===== src/rtl/alu_rr_arbiter.sv =====
// Round-robin arbiter sharing one combinational ALU between two requesters.
// A grant registers the winner's select/operands toward the ALU, acks the
// winner for one cycle, then captures the ALU result with the owner's ID.
module alu_rr_arbiter #(
  parameter int WIDTH = 3
) (
  input  logic             clk,
  input  logic             reset,
  input  logic             req0,
  input  logic [2:0]       sel0,
  input  logic [WIDTH-1:0] a0,
  input  logic [WIDTH-1:0] b0,
  input  logic             req1,
  input  logic [2:0]       sel1,
  input  logic [WIDTH-1:0] a1,
  input  logic [WIDTH-1:0] b1,
  output logic             ack0,
  output logic             ack1,
  output logic [2:0]       alu_sel,
  output logic [WIDTH-1:0] alu_a,
  output logic [WIDTH-1:0] alu_b,
  input  logic [WIDTH-1:0] alu_q,
  output logic [WIDTH-1:0] result,
  output logic             result_valid,
  output logic             result_id,
  output logic             busy
);

  typedef enum logic [1:0] {
    IDLE = 2'd0,
    EXEC = 2'd1,
    DONE = 2'd2
  } state_t;

  state_t state;
  state_t state_next;

  logic last_grant;
  logic grant_id;
  logic grant_any;
  logic winner;

  // Round-robin pick: on a tie the requester that did not win last time goes
  always_comb begin
    grant_any = req0 | req1;
    winner    = req1 & (~req0 | ~last_grant);
  end

  // State register
  always_ff @(posedge clk) begin
    if (reset) state <= IDLE;
    else       state <= state_next;
  end

  // Next-state logic: requests are only considered in IDLE
  always_comb begin
    state_next = state;
    case (state)
      IDLE:    if (grant_any) state_next = EXEC;
      EXEC:    state_next = DONE;
      DONE:    state_next = IDLE;
      default: state_next = IDLE;
    endcase
  end

  // Registered datapath: ALU operand issue, grant bookkeeping, result capture
  always_ff @(posedge clk) begin
    if (reset) begin
      alu_sel    <= '0;
      alu_a      <= '0;
      alu_b      <= '0;
      result     <= '0;
      result_id  <= 1'b0;
      grant_id   <= 1'b0;
      last_grant <= 1'b1;
    end else begin
      if (state == IDLE && grant_any) begin
        alu_sel    <= winner ? sel1 : sel0;
        alu_a      <= winner ? a1 : a0;
        alu_b      <= winner ? b1 : b0;
        last_grant <= winner;
        grant_id   <= winner;
      end
      if (state == EXEC) begin
        result    <= alu_q;
        result_id <= grant_id;
      end
    end
  end

  // Outputs decoded from registered state, so each pulse lasts exactly one cycle
  always_comb begin
    ack0         = (state == EXEC) & ~grant_id;
    ack1         = (state == EXEC) &  grant_id;
    result_valid = (state == DONE);
    busy         = (state != IDLE);
  end

endmodule


===== config.mk =====
export PLATFORM = sky130hd
export DESIGN_NAME = alu_rr_arbiter
export DESIGN_NICKNAME = d
export VERILOG_FILES = /design/src/rtl/alu_rr_arbiter.sv
export SDC_FILE = /design/constraint.sdc
export NUM_CORES = 1
export LEC_CHECK = 0
export ABC_AREA = 1
export BUFFER_PORTS_ARGS = -buffer_cell sky130_fd_sc_hd__buf_2
export CORE_MARGIN = 10
export CORE_UTILIZATION = 39
export DETAILED_ROUTE_END_ITERATION = 10
export PLACE_DENSITY_LB_ADDON = 0.15
export SLEW_MARGIN = 40
export SYNTH_ARGS = -nofsm -noshare
export SYNTH_HDL_FRONTEND = slang
export SYNTH_SLANG_ARGS = --single-unit

===== constraint.sdc =====
create_clock -name clk -period 1.11 [get_ports clk]
set_clock_uncertainty 0.15 [all_clocks]
set_input_delay 0.111 -clock clk [delete_from_list [all_inputs] [get_ports clk]]
set_output_delay 0.111 -clock clk [all_outputs]
set_load 0.02 [all_outputs]

Word level (Yosys, flattened, before mapping)
Cells that the tools add are included.

word-level totals
  bits in registers = 17
  latch bits = 0
  memory bits (writable) = 0
  memory bits (read-only) = 0
  input bits = 25
  output and inout port bits = 17
  logic and storage cells = 27
  memories kept = 0

cells by class
  add/subtract/negate cells = 0
  multipliers = 0
  div/mod/pow operators = 0
  $lt $le $gt $ge = 0
  eq/ne operators = 3
  shift-type cells = 0
  mux-type cells = 5
  bitwise logic cells = 8
  reduce and logical (&&, ||, !) cells = 3

operators with widths
  operator            number
  $mux 3              3
  $pmux 2 s2          1
  $and 1x1->1         3
  $not 1->1           3
  $eq 2x1->1 const B  1
  $eq 2x2->1 const B  1
  $logic_not 2->1     1
  $mux 2              1
  $ne 2x2->1 const B  1
  $or 1x1->1          2
  $reduce_bool 2->1   1
  $logic_and 1x1->1   1

Depth between registers and ports, before layout
Gate-level depths: netlist of the first run.

  depth after elaboration = 4
  gate-level depth with buffers = 6
  depth with buffers taken out = 6

Worst setup path before layout of the first run
No wires, ideal clock.

  path type = register to register
  start point = reg state[0]
  end point = reg result_id
  library setup time = 0.133 ns
  data arrival time = 1.068 ns
  required time = 0.827 ns
  slack = -0.241 ns
  cell stages (with the launch flop) = 6
  path buffers = 0
  clock period less this slack = 1.351 ns
  cell sequence = dfxtp_1 -> inv_1 -> nor2_1 -> inv_1 -> nor2_1 -> nor2_1

on the way
  word-level cells in the longest chain between the ends = 1

ends and longest elaborated chain
  what                    RTL line  text
  from (decl)             35        state_t state;
  from (signal assigned)  52        else state <= state_next;
  $eq 2x1->1              84        if (state == EXEC) begin
  to (signal assigned)    86        result_id <= grant_id;
  to (decl)               25        output logic result_id,

Every way passes these cells.
A chain may end at the register's enable or synchronous reset.

Worst setup path after layout of the first run
  start point = reg state[1]
  end point = out ack0

on the way
  word-level cells in the longest chain between the ends = 2

ends and longest elaborated chain
  what         RTL line  text
  $eq 2x1->1   93        ack0 = (state == EXEC) & ~grant_id;
  $and 1x1->1  93
  to (decl)    17        output logic ack0,

Every way passes these cells.

==> run summary, run 1 <==
Cells after Synth = 127
Syn Nets = 152
Final nets = 211
Share of cells above drive strength 1 = 0.4486
ANT nets after route = 0
Most common cell after layout, fill and taps aside = buf_2
Reg2Reg Launch Point = state[0]$_SDFFE_PP0P_
Post-Synth XOR/XNOR Area = 0
Residual DRC = 0
HPWL Detailed = 1807 um
FF-to-FF setup slack = -0.11 ns
Port Buffers = 41
Vias = 962
Vias in the first global route = 957
Root Buffer = clkbuf_4
Diodes inserted = 0
Slew @ Worst Pin = 0.3938 ns
Static Leak = 0.0006888 uW
CP Launch Type = flop
First-pass DRT Iterations = 2
WP data arrival = 1.08 ns
Final Slew Violations = 0
Post-route clock period utilization = 1.212
Starting density of the core = 0.4160
Synth Area in Compound Gates = 0.1184
Max Cap Violations = 0
WHS Endpoint = grant_id$_SDFFE_PP0P_
Hold WC Path Type = input pin to flop
First-pass GRT wire length = 4119 um
Die height = 65.98 um
Post-synthesis mux area share = 0
Post-route core utilization = 0.6818
Fillers = 181
Total Routed Length = 2576 um
Netlist cell types = 14
Commonest cells after routing, fill and taps aside = 34 x buf_2, 28 x nand2_1, 21 x nor2_1, 14 x dfxtp_1, 12 x buf_4
Largest net degree at the start of global routing = 20
Post-synthesis simple-gate area fraction = 0.3748
CP Class = flop to output port
Crit path time final = 1.345 ns
Cells on worst reg2reg path = 7
End of the worst register-to-register path = alu_a[1]$_SDFFE_PP0P_
Max Fclk = 743.4 MHz
Seq/Total Area, Yosys = 0.4127
Max VDD drop = 0.0006653 V
Status = complete, but fails checks
Num CTS Buffers = 3
PwrDens = 1217 mW/mm2
Synthesis-to-finish area growth = 63.89%
Die Wd = 65.98 um
Worst EP required = 0.85 ns
Top Ports = 42
Grt ovf = 0
FF+latch count, synth = 17
Area of the die = 0.004353 mm2
Clock sinks = 17
PnR worst setup slack = -0.2351 ns
Worst Hold Launch = req1
Rel. slew slack = 0.7365
Violated checks = setup timing
Worst-path maximum fanout = 3
Main combinational cell family by area after synthesis = simple AND/OR/NAND/NOR gates
CTS tree = done
Final Hold Fails = 0
Synth Warn # = 0
WL/cell = 12.15 um
Final setup fails = 19
Worst-skew pair later-pin latency = 0.29 ns
Drt initial violations = 23
Antenna violations before repair = 0
CP endpoint kind = output port
Adder-cell share of the synthesized area = 0
Routability cong. = 0.7797
CTS H-Tree Depth = 1
Mapped Area = 824.5 um2
Clock-pin slew on the worst setup and hold paths = 0.11 ns
Floorplan row count = 16
Longest Clk Path Bufs = 2
Core area = 0.001982 mm2
Cells on Worst Hold Path = 3
RSZ-0062 raised after global routing = true
Vias per cell = 4.538
Avg Cell Area, Syn = 6.492 um2
WHS = 0.008337 ns
Total GRT Usage = 0.1161
## where the power goes
part | switching (uW) | internal [uW] | leakage [uW]
logic | 338 | 263 | 0.000529
clock network | 195 | 134 | 0.0000177
registers | 39.2 | 676 | 0.000142
total | 572 | 1070 | 0.000689
## cell usage after synthesis
master / instances / area (um2)
nor2_4: 1 / 11.26
o21ai_0: 4 / 20.02
inv_1: 14 / 52.55
nor2_1: 33 / 123.9
a21boi_0: 9 / 67.56
nand3_1: 11 / 55.05
dfxtp_1: 17 / 340.3
buf_2: 2 / 10.01
o21ai_1: 1 / 5.000
nand2_1: 30 / 112.6
clkbuf_1: 2 / 7.510
buf_4: 1 / 7.510
nand2_2: 1 / 6.260
a21oi_1: 1 / 5.000
## registers in the layout, indices dropped and copies added, names as in the netlist
| signal | cells |
|---|---|
| alu_b | 3 |
| result_id | 1 |
| last_grant | 1 |
| alu_sel | 3 |
| result | 3 |
| state | 2 |
| alu_a | 3 |
| grant_id | 1 |
## logic make-up (layout without fill, tap and decap cells)
logic type             after synthesis  count (layout)
and+or+nand+nor                     76              77
buffers and inverters               19              76
DFF                                 17              17
AOI/OAI and AO/OA                   15              15
## area by class of cell
type	count	area, um2	share of cell area
multi-input combinational	92	499.2	0.3694
timing repair buffer	58	389.1	0.2880
inverter	14	55.05	0.04074
clock inverter	1	5.005	0.003704
sequential	17	346.6	0.2565
tap	27	33.78	0.02500
clock buffer	3	22.52	0.01667
## through the flow
step | worst slack [ns] | instance area (um2) | instances | setup TNS, ns | total power (uW)
2_1_floorplan | 0.0002745 | 844.6 | 127 | 0 | 1026
3_3_place_gp | -0.05938 | 1111 | 197 | -0.3634 | 1191
3_5_place_dp | -0.07657 | 1111 | 197 | -0.6409 | 1202
4_1_cts | -0.2309 | 1314 | 212 | -1.350 | 1631
5_1_grt | -0.2772 | 1351 | 212 | -3.161 | 1756
6_report | -0.2351 | 1351 | 212 | -1.834 | 1644
## worst max-delay path by stage
stage                             to  depth (start not counted)  slack, ns             startpoint
3_3_place_gp   alu_b[2]$_SDFFE_PP0P_                          6      -0.06  state[1]$_SDFFE_PP0P_
6_report                        ack0                          4      -0.24  state[1]$_SDFFE_PP0P_
3_5_place_dp   alu_b[2]$_SDFFE_PP0P_                          6      -0.08  state[1]$_SDFFE_PP0P_
5_1_grt                         ack0                          4      -0.28  state[1]$_SDFFE_PP0P_
2_1_floorplan  alu_a[0]$_SDFFE_PP0P_                          6     0.0003  state[1]$_SDFFE_PP0P_
4_1_cts                         ack0                          5      -0.23  state[0]$_SDFFE_PP0P_
## worst max-delay path: stages, from the launching register on
cell and delay, ns:
dfxtp_4 0.38, nor2_4 0.13, inv_4 0.06, nor2_4 0.10, buf_6 0.13
## layer usage
| metal | vias up | global-route usage | share of wire |
|---|---|---|---|
| met5 | - | 0 | 0 |
| met4 | 0 | 0.04712 | 0.013 |
| met3 | 4 | 0.04068 | 0.060 |
| met2 | 26 | 0.1957 | 0.48 |
| met1 | 423 | 0.1298 | 0.44 |
| li1 | 509 | - | - |
## timing repair
item                                   4_1_cts  5_1_grt
endpoints found under the hold margin        7        0
resized for setup                           29       14
gates cloned                                 1        0
pin swaps                                    6        9
hold buffers                                 5        0
setup buffers                                5        1
setup endpoints to repair                   15       23
(Power assumes the default switching activity.)
==> inputs of run 2 (changes only) <==
--- a/config.mk
+++ b/config.mk
@@ -7,8 +7,8 @@
 export LEC_CHECK = 0
 export ABC_AREA = 1
 export BUFFER_PORTS_ARGS = -buffer_cell sky130_fd_sc_hd__buf_2
-export CORE_MARGIN = 10
-export CORE_UTILIZATION = 39
+export CORE_MARGIN = 3
+export CORE_UTILIZATION = 43
 export DETAILED_ROUTE_END_ITERATION = 10
 export PLACE_DENSITY_LB_ADDON = 0.15
 export SLEW_MARGIN = 40
==> constraint.sdc (replaced) <==
create_clock -name clk -period 1.4 [get_ports clk]
set_clock_uncertainty 0.15 [all_clocks]
set_input_delay 0.14 -clock clk [delete_from_list [all_inputs] [get_ports clk]]
set_output_delay 0.14 -clock clk [all_outputs]
set_load 0.02 [all_outputs]
==> run 2 against run 1 <==
The run now ends clean. Count of clock-buffer cells in the layout increased by 1. Final cell count decreased by 5.2%. Flip-flop and latch count unchanged. Critical endpoint is now ack1. Largest cell class unchanged. Largest power group unchanged.
==> run summary, run 2 (synthesis results as in run 1) <==
WL/cell = 9.811 um (-19%)
CTS tree = done
Top Ports = 42 (unchanged)
WP data arrival = 1.06 ns (-0.02 ns)
Register share of total power = 0.473 (+0.038)
PwrDens = 1017 mW/mm2 (-16%)
Sw frac = 0.3324 (-0.01557)
Final nets = 202 (-4.3%)
Internal cell power = 797.6 uW (-26%)
Longest Clk Path Bufs = 2 (unchanged)
Met2 GRT Util = 0.3084 (+0.1127)
Vias per cell = 4.488 (-1.1%)
Critical Path Source = state[0]$_SDFFE_PP0P_
Synthesis-to-finish area growth = 42.49%
Post-DP Area = 0.001051 mm2 (-5.4%)
Cells on Worst Hold Path = 5 (+2)
Die height = 49.79 um (-25%)
HPWL Detailed = 1450 um (-20%)
Vias = 902 (-6.2%)
Final setup fails = 0 (-19)
GR Util met1 = 0.1813 (+0.05150)
Area of the die = 0.002479 mm2 (-43%)
CP endpoint kind = output port
Num CTS Buffers = 3 (unchanged)
Final Slew Violations = 0 (unchanged)
Grt met3 use = 0.04834 (+0.007660)
Combinational power share = 0.315 (-0.050)
Routability cong. = 0.7515 (-3.6%)
Status = finished, final reports clean
Fillers = 177 (-2.2%)
PnR Total Power = 1195 uW (-27%)
Die Wd = 49.79 um (-25%)
Max Cap Violations = 0 (unchanged)
Root Buffer = clkbuf_4
Clock sinks = 17 (unchanged)
Worst-skew pair later-pin latency = 0.28 ns (about the same)
Total GRT Usage = 0.1697 (+0.05363)
Total Routed Length = 1972 um (-23%)
Core area = 0.001764 mm2 (-11%)
Grt ovf = 0 (unchanged)
Worst-path maximum fanout = 4 (+1)
Slew @ Worst Pin = 0.4572 ns (+0.06340 ns)
Worst EP required = 1.11 ns (+0.26 ns)
ANT nets after route = 0 (unchanged)
Sw Pwr = 397.1 uW (-31%)
CP Launch Type = flop
Max VDD drop = 0.0005135 V (-23%)
Largest net degree at the start of global routing = 21 (+5.0%)
Post-route core utilization = 0.6660 (-0.01586)
Starting density of the core = 0.4674 (+0.05134)
Final Hold Fails = 0 (unchanged)
First-pass GRT wire length = 3229 um (-22%)
Top Usage Layer GRT = met2
Drt initial violations = 13 (-43%)
Hold WC Path Type = input pin to flop
Worst Hold Launch = sel1[2]
Crit path time final = 1.346 ns
CTS H-Tree Depth = 1 (unchanged)
Post-route clock period utilization = 0.9617
Clock-pin slew on the worst setup and hold paths = 0.09 ns (-0.02 ns)
Residual DRC = 0 (unchanged)
Max Fclk = 742.7 MHz
Post-route cell area = 0.001175 mm2 (-13%)
Share of cells above drive strength 1 = 0.3352 (-0.1134)
Static Leak = 0.0006323 uW (-8.2%)
Cells on worst reg2reg path = 6 (-1)
FF-to-FF setup slack = 0.15 ns (+0.26 ns)
CP Class = flop to output port
Floorplan row count = 15 (-1)
Reg2Reg Launch Point = state[0]$_SDFFE_PP0P_
Vias in the first global route = 800 (-16%)
Most common cell after layout, fill and taps aside = buf_2
Rel. slew slack = 0.6951 (-0.04134)
Antenna violations before repair = 0 (unchanged)
Commonest cells after routing, fill and taps aside = 39 x buf_2, 30 x nand2_1, 30 x nor2_1, 15 x dfxtp_1, 12 x inv_1
Clock power frac = 0.211 (+0.011)
First-pass DRT Iterations = 4 (+2)
Port Buffers = 41 (unchanged)
Diodes inserted = 0 (unchanged)
run 2: cell types whose count changed in the layout (fill, tap and decap cells not counted), moves of 4 or more:
cell,delta
buf_4,-6
buf_6,-6
nor2_2,-6
buf_2,+5
nor2_1,+9
nor2_4,-4
o21ai_0,+4
run 2: per-layer routing:
metal,part of all wire,up-vias
li1,-,488
met1,0.42,379
met2,0.49,33
met3,0.077,2
met4,0.011,0
met5,0,-
run 2: metrics by stage:
step	TNS [ns]	cells	setup slack, ns	hold WS (ns)
after floorplan	0	127	0.04949	0.05907
after global routing	-0.03647	201	-0.02191	0.04851
after detailed placement	0	190	0.02452	0.2038
after global placement	0	190	0.04846	0.2053
final	0	201	0.05357	0.03139
after CTS	-0.002911	200	-0.002911	0.03039
run 2: critical path, cell delays in order, from the launching register on:
cell     delay [ns]
dfxtp_2        0.34
inv_2          0.05
nor2_4         0.11
inv_4          0.06
nor2_2         0.08
buf_4          0.14
run 2: layout make-up:
class,count,area [um2],area share
Timing Repair Buffer,50,291.5,0.2481
Clock buffer,4,26.28,0.02236
Sequential cell,17,342.8,0.2918
Inverter,14,55.05,0.04686
Multi-Input combinational cell,91,427.9,0.3642
Tap cell,25,31.28,0.02662
run 2: path summary, 6_finish.rpt:
check,endpoint
worst max register to register,alu_b[1]$_SDFFE_PP0P_
worst min-delay path,alu_sel[2]$_SDFFE_PP0P_
worst min register to register,last_grant$_SDFFE_PP1P_
worst max-delay path,ack1
run 2: repair_timing:
| item | 4_1_cts | 5_1_grt |
|---|---|---|
| hold buffers | 4 | 0 |
| hold endpoints to repair | 6 | 0 |
| setup endpoints to repair | 2 | 14 |
| setup buffers | 2 | 1 |
| pin swaps | 2 | 2 |
| resized for setup | 10 | 4 |
run 2: power groups by stage:
| stage | sequential, uW | combinational [uW] | clock, uW |
|---|---|---|---|
| after floorplan | 622 | 180 | 0 |
| after global placement | 570 | 337 | 0 |
| after detailed placement | 573 | 345 | 0 |
| after CTS | 566 | 372 | 263 |
| after global routing | 571 | 425 | 283 |
| final | 565 | 377 | 252 |
==> inputs of run 3 (changes only) <==
--- a/config.mk
+++ b/config.mk
@@ -8,7 +8,8 @@
 export ABC_AREA = 1
 export BUFFER_PORTS_ARGS = -buffer_cell sky130_fd_sc_hd__buf_2
 export CORE_MARGIN = 3
-export CORE_UTILIZATION = 43
+export CORE_UTILIZATION = 46
+export CTS_BUF_LIST = sky130_fd_sc_hd__clkbuf_4
 export DETAILED_ROUTE_END_ITERATION = 10
 export PLACE_DENSITY_LB_ADDON = 0.15
 export SLEW_MARGIN = 40
==> run 3 against run 2 <==
Final cell count shrank 1.0%. Sequential share of layout area grew 0.094 points. Core utilization rose by 6.9 points. Combinational power about the same. Die area fell by 5.8%. Highest routed layer unchanged. Maximum frequency up 0.60%. Critical path depth did not move. Cell area down 0.32%. Clock power increased by 10%.
==> run summary, run 3 (synthesis results as in run 1) <==
CP Launch Type = flop
Commonest cells after routing, fill and taps aside = 39 x buf_2, 30 x nand2_1, 30 x nor2_1, 15 x dfxtp_1, 12 x inv_1
Worst-path maximum fanout = 3 (-1)
Pre-CTS setup slack = 0.04650 ns (+0.02198 ns)
Synthesis-to-finish area growth = 42.03%
Post-route cell area = 0.001171 mm2 (-0.32%)
Max VDD drop = 0.0006484 V (+26%)
Slew @ Worst Pin = 0.4508 ns (-0.006489 ns)
Final Hold Fails = 0 (unchanged)
Residual DRC = 0 (unchanged)
Clock sinks = 17 (unchanged)
Max Cap Violations = 0 (unchanged)
Floorplan row count = 14 (-1)
Post-DP Area = 0.001050 mm2 (-0.12%)
Core area = 0.001594 mm2 (-9.6%)
HPWL Detailed = 1460 um (+0.69%)
Clock-pin slew on the worst setup and hold paths = 0.10 ns (about the same)
Static Leak = 0.0006307 uW (-0.25%)
Status = finished, final reports clean
Most common cell after layout, fill and taps aside = buf_2
FF-to-FF setup slack = 0.19 ns (+0.04 ns)
TNS Setup = 0 ns (unchanged)
Port Buffers = 41 (unchanged)
WL/cell = 10.98 um (+12%)
Vias per cell = 4.643 (+3.5%)
Vias = 924 (+2.4%)
Largest net degree at the start of global routing = 21 (unchanged)
Final setup fails = 0 (unchanged)
Die height = 48.34 um (-2.9%)
Total Routed Length = 2186 um (+11%)
First-pass DRT Iterations = 4 (unchanged)
Longest Clk Path Bufs = 2 (unchanged)
Critical Path Source = state[0]$_SDFFE_PP0P_
Diodes inserted = 0 (unchanged)
Hold WC Path Type = input pin to flop
CP Capture Point = ack1
Max Fclk = 747.1 MHz (+0.60%)
Share of cells above drive strength 1 = 0.3371 (+0.001916)
Rel. slew slack = 0.6995 (+0.004327)
Worst-skew pair later-pin latency = 0.28 ns (about the same)
CTS H-Tree Depth = 1 (unchanged)
RSZ-0062 raised after global routing = true
First-pass GRT wire length = 3705 um (+15%)
Reg2Reg Launch Point = state[1]$_SDFFE_PP0P_
CP Class = flop to output port
Drt initial violations = 14 (+1)
ANT nets after route = 0 (unchanged)
Post-route clock period utilization = 0.9560 (-0.005696)
Finished Layout Cells = 199 (-1.0%)
Num CTS Buffers = 3 (unchanged)
Cell Count Post-Placement = 189 (-0.53%)
CP endpoint kind = output port
Cells on worst reg2reg path = 5 (-1)
End of the worst register-to-register path = alu_b[1]$_SDFFE_PP0P_
PnR worst setup slack = 0.06154 ns (+0.007975 ns)
Final nets = 201 (-0.50%)
Crit path time final = 1.338 ns (-0.007975 ns)
Antenna violations before repair = 0 (unchanged)
Grt ovf = 0 (unchanged)
Area of the die = 0.002336 mm2 (-5.8%)
Routability cong. = 0.7218 (-4.0%)
PnR Total Power = 1225 uW (+2.6%)
WP data arrival = 1.05 ns (about the same)
Vias in the first global route = 875 (+9.4%)
Final Slew Violations = 0 (unchanged)
Starting density of the core = 0.5173 (+0.04989)
Root Buffer = clkbuf_4
Top Ports = 42 (unchanged)
Die Wd = 48.34 um (-2.9%)
Total GRT Usage = 0.1916 (+0.02183)
CTS tree = done
Worst EP required = 1.11 ns (about the same)
Fillers = 129 (-27%)
PwrDens = 1046 mW/mm2 (+2.9%)
run 3: cell count changes in the layout (fill, tap and decap cells not counted):
cell      previous run  this run
inv_2                1         2
inv_4                1         0
clkbuf_4             3         4
clkbuf_1             1         0
buf_6                1         2
buf_4                6         4
run 3: stage by stage:
| step | hold slack, ns | utilization |
|---|---|---|
| after floorplan | 0.05907 | - |
| after global placement | 0.1986 | 0.6586 |
| after detailed placement | 0.2057 | 0.6586 |
| after CTS | 0.04009 | 0.7276 |
| after global routing | 0.07032 | 0.7347 |
| final | 0.03668 | 0.7347 |
run 3: what timing repair did:
item | in CTS | in global routing
hold buffers | 4 | 0
gates resized for setup | 10 | 4
hold endpoints to repair | 6 | 0
pin swaps | 2 | 2
buffers inserted | 2 | 0
setup endpoints to repair | 2 | 15
run 3: worst min path at each step:
stage,startpoint,endpoint,cells past startpoint
after CTS,a1[1],alu_a[1]$_SDFFE_PP0P_,5
final,a1[1],alu_a[1]$_SDFFE_PP0P_,5
after detailed placement,reset,grant_id$_SDFFE_PP0P_,2
after global routing,sel1[2],alu_sel[2]$_SDFFE_PP0P_,5
after floorplan,reset,grant_id$_SDFFE_PP0P_,1
after global placement,reset,grant_id$_SDFFE_PP0P_,2
run 3: final cells by class:
cell class / instances / area, um2 / area share
timing repair buffer: 49 / 287.8 / 0.2457
inverter: 14 / 52.55 / 0.04487
clock buffer: 4 / 30.03 / 0.02564
sequential: 17 / 342.8 / 0.2927
multi-input combinational: 91 / 427.9 / 0.3654
tap: 24 / 30.03 / 0.02564
run 3: layer usage:
| metal | share of wire | global-route usage | wire length (um) | vias up |
|---|---|---|---|---|
| met5 | 0 | 0 | 0 | - |
| met4 | 0.0046 | 0.04265 | 10 | 0 |
| met3 | 0.066 | 0.02761 | 145 | 2 |
| met2 | 0.51 | 0.3486 | 1109 | 38 |
| met1 | 0.42 | 0.2381 | 920 | 396 |
| li1 | - | - | - | 488 |
run 3: report_power, final:
group / switching [uW] / total (uW) / internal [uW]
Combinational: 232 / 380 / 148
Clock: 148 / 278 / 130
Sequential: 30.9 / 567 / 536
Total: 411 / 1230 / 814
run 3: critical path, stage by stage, from the launching register on:
cell,delay (ns)
dfxtp_2,0.35
inv_2,0.05
nor2_4,0.08
inv_2,0.06
nor2_2,0.09
buf_6,0.12
